**src/rtl/fetcher.sv**
```systemverilog
// Per-warp instruction fetch stage.
// A fetch request is issued when the scheduler enters WARP_FETCH. The fetched word is
// held on `instruction` for the decoder.
// Optional direct-mapped instruction cache, enabled by defining FETCH_ICACHE_EN.
package fetcher_pkg;
  typedef enum logic [2:0] {
    WARP_IDLE    = 3'd0,
    WARP_FETCH   = 3'd1,
    WARP_DECODE  = 3'd2,
    WARP_REQUEST = 3'd3,
    WARP_WAIT    = 3'd4,
    WARP_EXECUTE = 3'd5,
    WARP_UPDATE  = 3'd6,
    WARP_DONE    = 3'd7
  } warp_state_t;

  typedef logic [31:0] instruction_t;
endpackage

module fetcher
  import fetcher_pkg::*;
#(
  parameter int PROGRAM_MEM_ADDR_BITS = 8,
  parameter int PROGRAM_MEM_DATA_BITS = 32,
  parameter int ICACHE_DEPTH          = 16
) (
  input  logic                             clk,
  input  logic                             reset,
  input  warp_state_t                      warp_state,
  input  logic [PROGRAM_MEM_ADDR_BITS-1:0] current_pc,
  input  logic                             flush,
  output logic                             mem_read_valid,
  output logic [PROGRAM_MEM_ADDR_BITS-1:0] mem_read_address,
  input  logic                             mem_read_ready,
  input  logic [PROGRAM_MEM_DATA_BITS-1:0] mem_read_data,
  output logic [1:0]                       fetcher_state,
  output instruction_t                     instruction
);

  typedef enum logic [1:0] {
    ST_IDLE     = 2'b00,
    ST_FETCHING = 2'b01,
    ST_FETCHED  = 2'b10
  } fetch_state_t;

  fetch_state_t                     state_r, state_s;
  logic                             valid_r, valid_s;
  logic [PROGRAM_MEM_ADDR_BITS-1:0] addr_r, addr_s;
  instruction_t                     instr_r, instr_s;

`ifdef FETCH_ICACHE_EN
  localparam int IDX_BITS = $clog2(ICACHE_DEPTH);
  localparam int TAG_BITS = PROGRAM_MEM_ADDR_BITS - IDX_BITS;

  logic [ICACHE_DEPTH-1:0]          line_valid_r;
  logic [PROGRAM_MEM_DATA_BITS-1:0] line_data_r [ICACHE_DEPTH];
  logic [TAG_BITS-1:0]              line_tag_r  [ICACHE_DEPTH];
  logic [IDX_BITS-1:0]              lookup_idx_s;
  logic [TAG_BITS-1:0]              lookup_tag_s;
  logic [IDX_BITS-1:0]              fill_idx_s;
  logic [TAG_BITS-1:0]              fill_tag_s;
  logic                             hit_s;
  logic                             fill_s;

  // Cache lookup uses the live PC; a fill uses the latched request address.
  always_comb begin
    lookup_idx_s = current_pc[IDX_BITS-1:0];
    lookup_tag_s = current_pc[PROGRAM_MEM_ADDR_BITS-1:IDX_BITS];
    fill_idx_s   = addr_r[IDX_BITS-1:0];
    fill_tag_s   = addr_r[PROGRAM_MEM_ADDR_BITS-1:IDX_BITS];
    hit_s        = line_valid_r[lookup_idx_s] && (line_tag_r[lookup_idx_s] == lookup_tag_s);
  end

  // Valid bits are cleared by reset or flush. They are set when a line is filled.
  always_ff @(posedge clk or posedge reset) begin
    if (reset) begin
      line_valid_r <= '0;
    end else if (flush) begin
      line_valid_r <= '0;
    end else if (fill_s) begin
      line_valid_r[fill_idx_s] <= 1'b1;
    end
  end

  // Line payload needs no reset because the valid bits gate every use.
  always_ff @(posedge clk) begin
    if (fill_s) begin
      line_data_r[fill_idx_s] <= mem_read_data;
      line_tag_r[fill_idx_s]  <= fill_tag_s;
    end
  end
`endif

  // Next-state and next-output logic. A flush overrides every other transition.
  always_comb begin
    state_s = state_r;
    valid_s = valid_r;
    addr_s  = addr_r;
    instr_s = instr_r;
`ifdef FETCH_ICACHE_EN
    fill_s  = 1'b0;
`endif
    if (flush) begin
      state_s = ST_IDLE;
      valid_s = 1'b0;
    end else begin
      case (state_r)
        ST_IDLE: begin
          if (warp_state == WARP_FETCH) begin
`ifdef FETCH_ICACHE_EN
            if (hit_s) begin
              instr_s = line_data_r[lookup_idx_s];
              state_s = ST_FETCHED;
            end else begin
              addr_s  = current_pc;
              valid_s = 1'b1;
              state_s = ST_FETCHING;
            end
`else
            addr_s  = current_pc;
            valid_s = 1'b1;
            state_s = ST_FETCHING;
`endif
          end else begin
            state_s = ST_IDLE;
          end
        end
        ST_FETCHING: begin
          if (mem_read_ready) begin
            instr_s = mem_read_data;
            valid_s = 1'b0;
            state_s = ST_FETCHED;
`ifdef FETCH_ICACHE_EN
            fill_s  = 1'b1;
`endif
          end else begin
            state_s = ST_FETCHING;
          end
        end
        ST_FETCHED: begin
          // The decoder samples `instruction` on this same edge, so it is left untouched.
          if (warp_state == WARP_DECODE) begin
            state_s = ST_IDLE;
          end else begin
            state_s = ST_FETCHED;
          end
        end
        default: begin
          state_s = ST_IDLE;
          valid_s = 1'b0;
        end
      endcase
    end
  end

  // State and output registers. Reset is asynchronous so a request is dropped at once.
  always_ff @(posedge clk or posedge reset) begin
    if (reset) begin
      state_r <= ST_IDLE;
      valid_r <= 1'b0;
      addr_r  <= '0;
      instr_r <= '0;
    end else begin
      state_r <= state_s;
      valid_r <= valid_s;
      addr_r  <= addr_s;
      instr_r <= instr_s;
    end
  end

  assign fetcher_state    = state_r;
  assign mem_read_valid   = valid_r;
  assign mem_read_address = addr_r;
  assign instruction      = instr_r;

endmodule
```
**config.mk**
```make
export PLATFORM = sky130hd
export DESIGN_NAME = fetcher
export DESIGN_NICKNAME = d
export VERILOG_FILES = /design/src/rtl/fetcher.sv
export SDC_FILE = /design/constraint.sdc
export NUM_CORES = 1
export LEC_CHECK = 0
export CORE_ASPECT_RATIO = 0.7
export CORE_MARGIN = 2
export CORE_UTILIZATION = 28
export DETAILED_ROUTE_END_ITERATION = 8
export PLACE_DENSITY_LB_ADDON = 0.08
export SLEW_MARGIN = 20
export SYNTH_ARGS = -nofsm -noshare
export SYNTH_HDL_FRONTEND = slang
export SYNTH_SLANG_ARGS = --single-unit
```
**constraint.sdc**
```tcl
create_clock -name clk -period 2.4 [get_ports clk]
set_input_delay 0.48 -clock clk [delete_from_list [all_inputs] [get_ports clk]]
set_output_delay 0.48 -clock clk [all_outputs]
set_load 0.01 [all_outputs]
```
; ---- After elaboration in Yosys (flattened, before gate mapping)
; Index checks and enable logic that the tools add are counted.
[word_totals]
regBits = 43
inputBits = 47
output_inout_bits = 43
wordCells = 25
[classes]
n_mux = 9
eq_ne = 7
bitwise_logic = 1
n_reduce_logical = 4
[op_table]
columns = op, n
row1 = $reduce_and 3->1, 3
row2 = $mux 2, 3
row3 = $ne 3x3->1 const B, 2
row4 = $pmux 2 s3, 1
row5 = $mux 1, 4
row6 = $eq 3x1->1 const B, 1
row7 = $eq 3x2->1 const B, 1
row8 = $pmux 1 s3, 1
row9 = $eq 2x1->1 const B, 1
row10 = $eq 2x2->1 const B, 1
row11 = $logic_not 2->1, 1
row12 = $ne 2x2->1 const B, 1
row13 = $not 1->1, 1

; ---- Depth between registers and ports, before layout
; Gate-level depths: netlist of run 1.
[depth]
ltp_word = 4
depth_mapped = 5
ltp_nobuf = 3

; ---- Worst setup path before layout of run 1
; No wires, ideal clock.
[synth_path]
kind = input port to flip-flop
from = input warp_state[1]
to = register addr_r[0] (netlist: mem_read_address[0])
required_time_ps = 2275
path_stages = 4
setup_ps = 125
path_slack_ps = 530
arrival_time_ps = 1745
path_cell_list = or4b_4 > or3_1 > buf_6 > mux2_4
[synth_between]
elab_chain_cells = 2
[synth_rtl]
columns = item, line
row1 = "start, declared", 29  ; input warp_state_t warp_state,
row2 = $eq 3x1->1, 109  ; if (warp_state == WARP_FETCH) begin
row3 = $reduce_and 3->1 (no line), n/a
row4 = "end signal, assigned", 166  ; addr_r <= addr_s;
row5 = "end, declared", 48  ; logic [PROGRAM_MEM_ADDR_BITS-1:0] addr_r, addr_s;
; No other way between the ends.
; A chain may end at the register's enable or synchronous reset.

; ---- Final worst setup path of run 1
[layout_path]
from = input warp_state[1]
to = register addr_r[4] (netlist: mem_read_address[4])
; Same word-level chain as after synthesis.

==> flow_summary.yaml, run 1 <==
floorplan:
  die-area_um2: 6652
  start_util_pct: 29.22
  die_h_um: 68.84
  rows: 23
  die_w_um: 96.63
  core_um2: 5756
  io_pins: 90
clocking:
  cts-root-to-sink-buffers: 2
  root_buffer: "clkbuf_8"
  clk_pin_slew_worst_paths_ns: 0.09
  clock_sinks: 43
  clk_latency_ns: 0.30
  cts_resized: 0
  cts_inserted_buffers: 5
  holdBufCountCts: 0
  cts_setup_buffers: 0
  cts_tree: "built"
  htreeDepth: 2
pwr:
  p_leak_nw: 1.251
  p_switching_mw: 0.5635
  total_power_mw: 2.349
  powerDensity_nw_per_um2: 830.6
  p_comb_share_pct: 30.1
  vdd_drop_max_uv: 285.0
  p_int_mw: 1.785
  pwr-share-seq_pct: 41.9
  swShare_pct: 23.99
  clock_power_share_pct: 28.1
worst_setup_path:
  critPathLaunchType: "input port"
  crit_fanout: 8
  cp.required_ns: 2.58
  path_class: "in -> reg"
  worstPathArrival_ns: 2.25
  end_kind: "flop"
timing:
  final-setup-viol-count: 0
  max_freq_mhz: 482.7
  slew_headroom_pct: 67.61
  hold-worst-slack_ns: 0.4898
  rsz0062_at_grt: "no"
  hold_violations: 0
  slew_viol_final: 0
  skew_ns: 0.008608
  setup-tns-final_ns: 0
  finalCriticalPeriod_ns: 2.072
  min_period_over_period_pct: 86.33
  worst_slew_pin_slew_ns: 0.4852
routing:
  via_per_inst: 4.280
  drt-pass1-iter-count: 4
  drtIter0Drc: 18
  finalWirelength_um: 3742
  antenna_left: 0
  vias: 1177
  routedWlPerCell_um: 13.61
  drc_errors: 0
outcome:
  status: "finished clean"
global_route:
  overflow: 0
  grt_max_degree: 23
  grt_pass1_wl_um: 6044
  antenna_found_initial: 0
  grt_usage_pct: 11.94
  grt_pass1_vias: 1219
synth:
  synth_edf_count: 0
  synthCells: 104
  postSynth.asyncResetShare_pct: 100.0
  synth_warnings: 0
  ys_types: 18
  synth_common_cells: "dfrtp_1, mux2_1, mux2_4"
  synth_top_area_share_pct: 63.99
  synth.most_common_cell: "dfrtp_1"
  yosys_register_bits: 43
  syn_area_um2: 1682
  synth_nets: 151
  seq_area_frac_synth_pct: 63.99
  synth_area_leaders: "dfrtp_1, mux2_1, mux2_4"
  synth_ff_type: "dfrtp_1"
  yosysTopAreaCell: "dfrtp_1"
  syn_avg_cell_area_um2: 16.17
placement:
  io_buffers: 89
  dp_hpwl_um: 2826
  gp_congestion: 0.7803
cells_and_area:
  regArea_um2: 1076
  n_fill_cell: 533
  layout-drive-gt1-share_pct: 11.00
  diodes: 0
  nets: 246
  area_growth_pct: 68.15
  multi_input_area_um2: 560.5
  fin_util_pct: 49.13
run:
  drv_cap: 0
worst_hold_path:
  worstHoldPathType: "reg -> reg"
-- state kept, by name (all words and copies together), names as in the netlist --
name,cells
mem_read_address,8
fetcher_state,2
mem_read_valid,1
instruction,32
-- placed cells by master, fill, tap and decap left out, drive strengths merged --
cell type and n:
buf 4, a22o 1, nand3b 1, clkbuf 5
and2 1, clkdlybuf4s50 89, clkinvlp 1, o21ai 2
or4b 1, inv 4, mux2 40, a21oi 1
and3 1, or3 1, dfrtp 43, o311ai 1
bufinv 2, nor2 2
-- cell families (layout without fill, tap and decap cells) --
group,count (synthesis),in the layout,synth area share (%)
flops,43,43,63.99
buf+inv,9,105,2.678
compound gates,5,5,1.934
simple gates,7,7,2.828
mux,40,40,28.57
-- routing by layer --
layer	track usage, %	share of wire [%]
met1	14.62	44
met2	17.53	44
met3	6.552	11
met4	5.282	1.4
met5	0	0
-- stage by stage --
step | std cells | instance area, um2 | setup slack [ns]
after floorplan | 104 | 1682 | 0.5298
after global placement | 267 | 2691 | 0.04823
after detailed placement | 267 | 2691 | 0.007394
after CTS | 275 | 2828 | 0.3287
after global routing | 275 | 2828 | 0.2843
final | 275 | 2828 | 0.3282
-- final timing paths --
check,depth (start not counted),slack [ns],from,end
worst max register to register,4,0.45,fetcher_state[0],mem_read_address[4]
worst min register to register,1,0.49,instruction[18],instruction[18]
max in group asynchronous,3,1.40,reset,instruction[20]
worst min-delay path,1,0.49,instruction[18],instruction[18]
worst max-delay path,5,0.33,warp_state[1],mem_read_address[4]
min in group asynchronous,2,0.52,reset,instruction[15]
-- power groups by stage --
stage                     sequential (mW)  combinational (mW)  clock [mW]
final                               0.983               0.706       0.659
after CTS                           0.986               0.720       0.685
after global placement              0.992               0.709           0
after detailed placement            0.997               0.717           0
after global routing                 1.01               0.756       0.725
after floorplan                      1.08               0.161           0
-- critical path, cell delays in order --
cell	delay, ns
clkdlybuf4s50_1	0.42
or4b_4	0.53
or3_1	0.32
buf_4	0.19
mux2_4	0.30
-- area by class of cell --
class	instances	area share (%)
flip-flops and latches	43	38.05
well taps	75	3.319
multi-input cells	52	19.82
inverters	4	0.5310
clock buffers	5	2.434
repair buffers	93	33.45
clock inverters	3	2.389
(Power assumes the default switching activity.)
==> run 2, diff against run 1 <==
--- a/config.mk
+++ b/config.mk
@@ -7,9 +7,10 @@
 export LEC_CHECK = 0
 export CORE_ASPECT_RATIO = 0.7
 export CORE_MARGIN = 2
-export CORE_UTILIZATION = 28
+export CORE_UTILIZATION = 38
 export DETAILED_ROUTE_END_ITERATION = 8
 export PLACE_DENSITY_LB_ADDON = 0.08
+export REMOVE_ABC_BUFFERS = 1
 export SLEW_MARGIN = 20
 export SYNTH_ARGS = -nofsm -noshare
 export SYNTH_HDL_FRONTEND = slang
==> flow_summary.yaml, run 2 (synthesized netlist as in run 1, its figures left out) <==
routing:
  antenna_left: 0
  drt-pass1-iter-count: 2
  drc_errors: 0
  drtIter0Drc: 34
  via_per_inst: 4.596
  finalWirelength_um: 3695
  vias: 1172
  routedWlPerCell_um: 14.49
clocking:
  clk_pin_slew_worst_paths_ns: 0.08
  cts_inserted_buffers: 5
  cts-root-to-sink-buffers: 2
  root_buffer: "clkbuf_8"
  cts_resized: 0
  holdBufCountCts: 0
  htreeDepth: 2
  cts_setup_buffers: 0
  clk_latency_ns: 0.29
  cts_tree: "built"
  clock_sinks: 43
cells_and_area:
  nets: 246
  area_growth_pct: 62.65
  diodes: 0
  final_cell_mix: "clkdlybuf4s50_1, dfrtp_1, mux2_1"
  final_cells: 255
  largest_register_ffs: 32
  layout-drive-gt1-share_pct: 9.500
  mostFrequentLayoutCell: "clkdlybuf4s50_1"
worst_hold_path:
  worstHoldPathType: "reg -> reg"
floorplan:
  die_h_um: 59.66
  io_pins: 90
  start_util_pct: 39.07
  core_um2: 4304
  rows: 20
  die-area_um2: 4982
  die_w_um: 83.51
global_route:
  grt_pass1_wl_um: 5920
  antenna_found_initial: 0
  grt_max_degree: 26
  overflow: 0
  grt_pass1_vias: 1225
  grt_usage_pct: 15.76
placement:
  gp_congestion: 0.7541
  io_buffers: 89
  dp_hpwl_um: 2805
  pre_cts_ws_ns: -0.003280
  placed_cells: 247
timing:
  hold_violations: 0
  hold-worst-slack_ns: 0.4865
  fin_ws_ns: 0.3059
  worst_slew_pin_slew_ns: 0.6708
  final-setup-viol-count: 0
  max_freq_mhz: 477.5
  min_period_over_period_pct: 87.25
  finalCriticalPeriod_ns: 2.094
  slew_headroom_pct: 55.00
  rsz0062_at_grt: "no"
  slew_viol_final: 0
  skew_ns: 0.005032
pwr:
  powerDensity_nw_per_um2: 776.7
  vdd_drop_max_uv: 457.2
  p_leak_nw: 1.223
worst_setup_path:
  critPathLaunchType: "input port"
  cp.required_ns: 2.57
  crit_fanout: 8
  end_kind: "flop"
  path_class: "in -> reg"
  worstPathArrival_ns: 2.27
outcome:
  status: "finished clean"
run:
  drv_cap: 0
## run 2: area by class of cell
class                      instances  area (um2)
clock buffer                       7       76.32
fill                             349        1569
clock inverter                     1       5.005
multi-input combinational         52       560.5
sequential                        43        1076
inverter                           4       15.01
timing repair buffer              93       933.4
tap                               55       68.82
## run 2: per-stage QoR
stage | util, % | setup TNS [ns] | total power, mW | area (um2)
global route | 63.55 | 0 | 2.248 | 2735
global placement | 61.66 | 0 | 1.692 | 2654
finish | 63.55 | 0 | 2.124 | 2735
detailed placement | 61.66 | -0.003280 | 1.716 | 2654
floorplan | - | 0 | 1.235 | 1652
CTS | 63.55 | 0 | 2.156 | 2735
## run 2: power breakdown
group | switching (mW) | internal (mW)
logic | 0.234 | 0.473
registers | 0.0878 | 0.897
clock network | 0.229 | 0.204
total | 0.550 | 1.57
## run 2: path summary, 6_finish.rpt
check | from | to | slack, ns | cells past startpoint
min in group asynchronous | reset | instruction[26] | 0.51 | 2
max in group asynchronous | reset | instruction[29] | 1.38 | 3
min | instruction[16] | instruction[16] | 0.49 | 1
min reg2reg | instruction[16] | instruction[16] | 0.49 | 1
max reg2reg | fetcher_state[0] | mem_read_address[3] | 0.46 | 4
max | warp_state[1] | mem_read_address[3] | 0.31 | 5
## run 2: worst max-delay path, stage by stage
cell,delay [ns]
clkdlybuf4s50_1,0.44
or4b_4,0.53
or3_1,0.31
buf_4,0.19
mux2_4,0.31
## run 2: layer usage
metal | share of wire (%) | up-vias | track usage [%]
met5 | 0 | - | 0
met4 | 0.57 | 0 | 6.912
met3 | 7.3 | 3 | 5.249
met2 | 49 | 49 | 26.84
met1 | 43 | 575 | 18.79
li1 | - | 545 | -
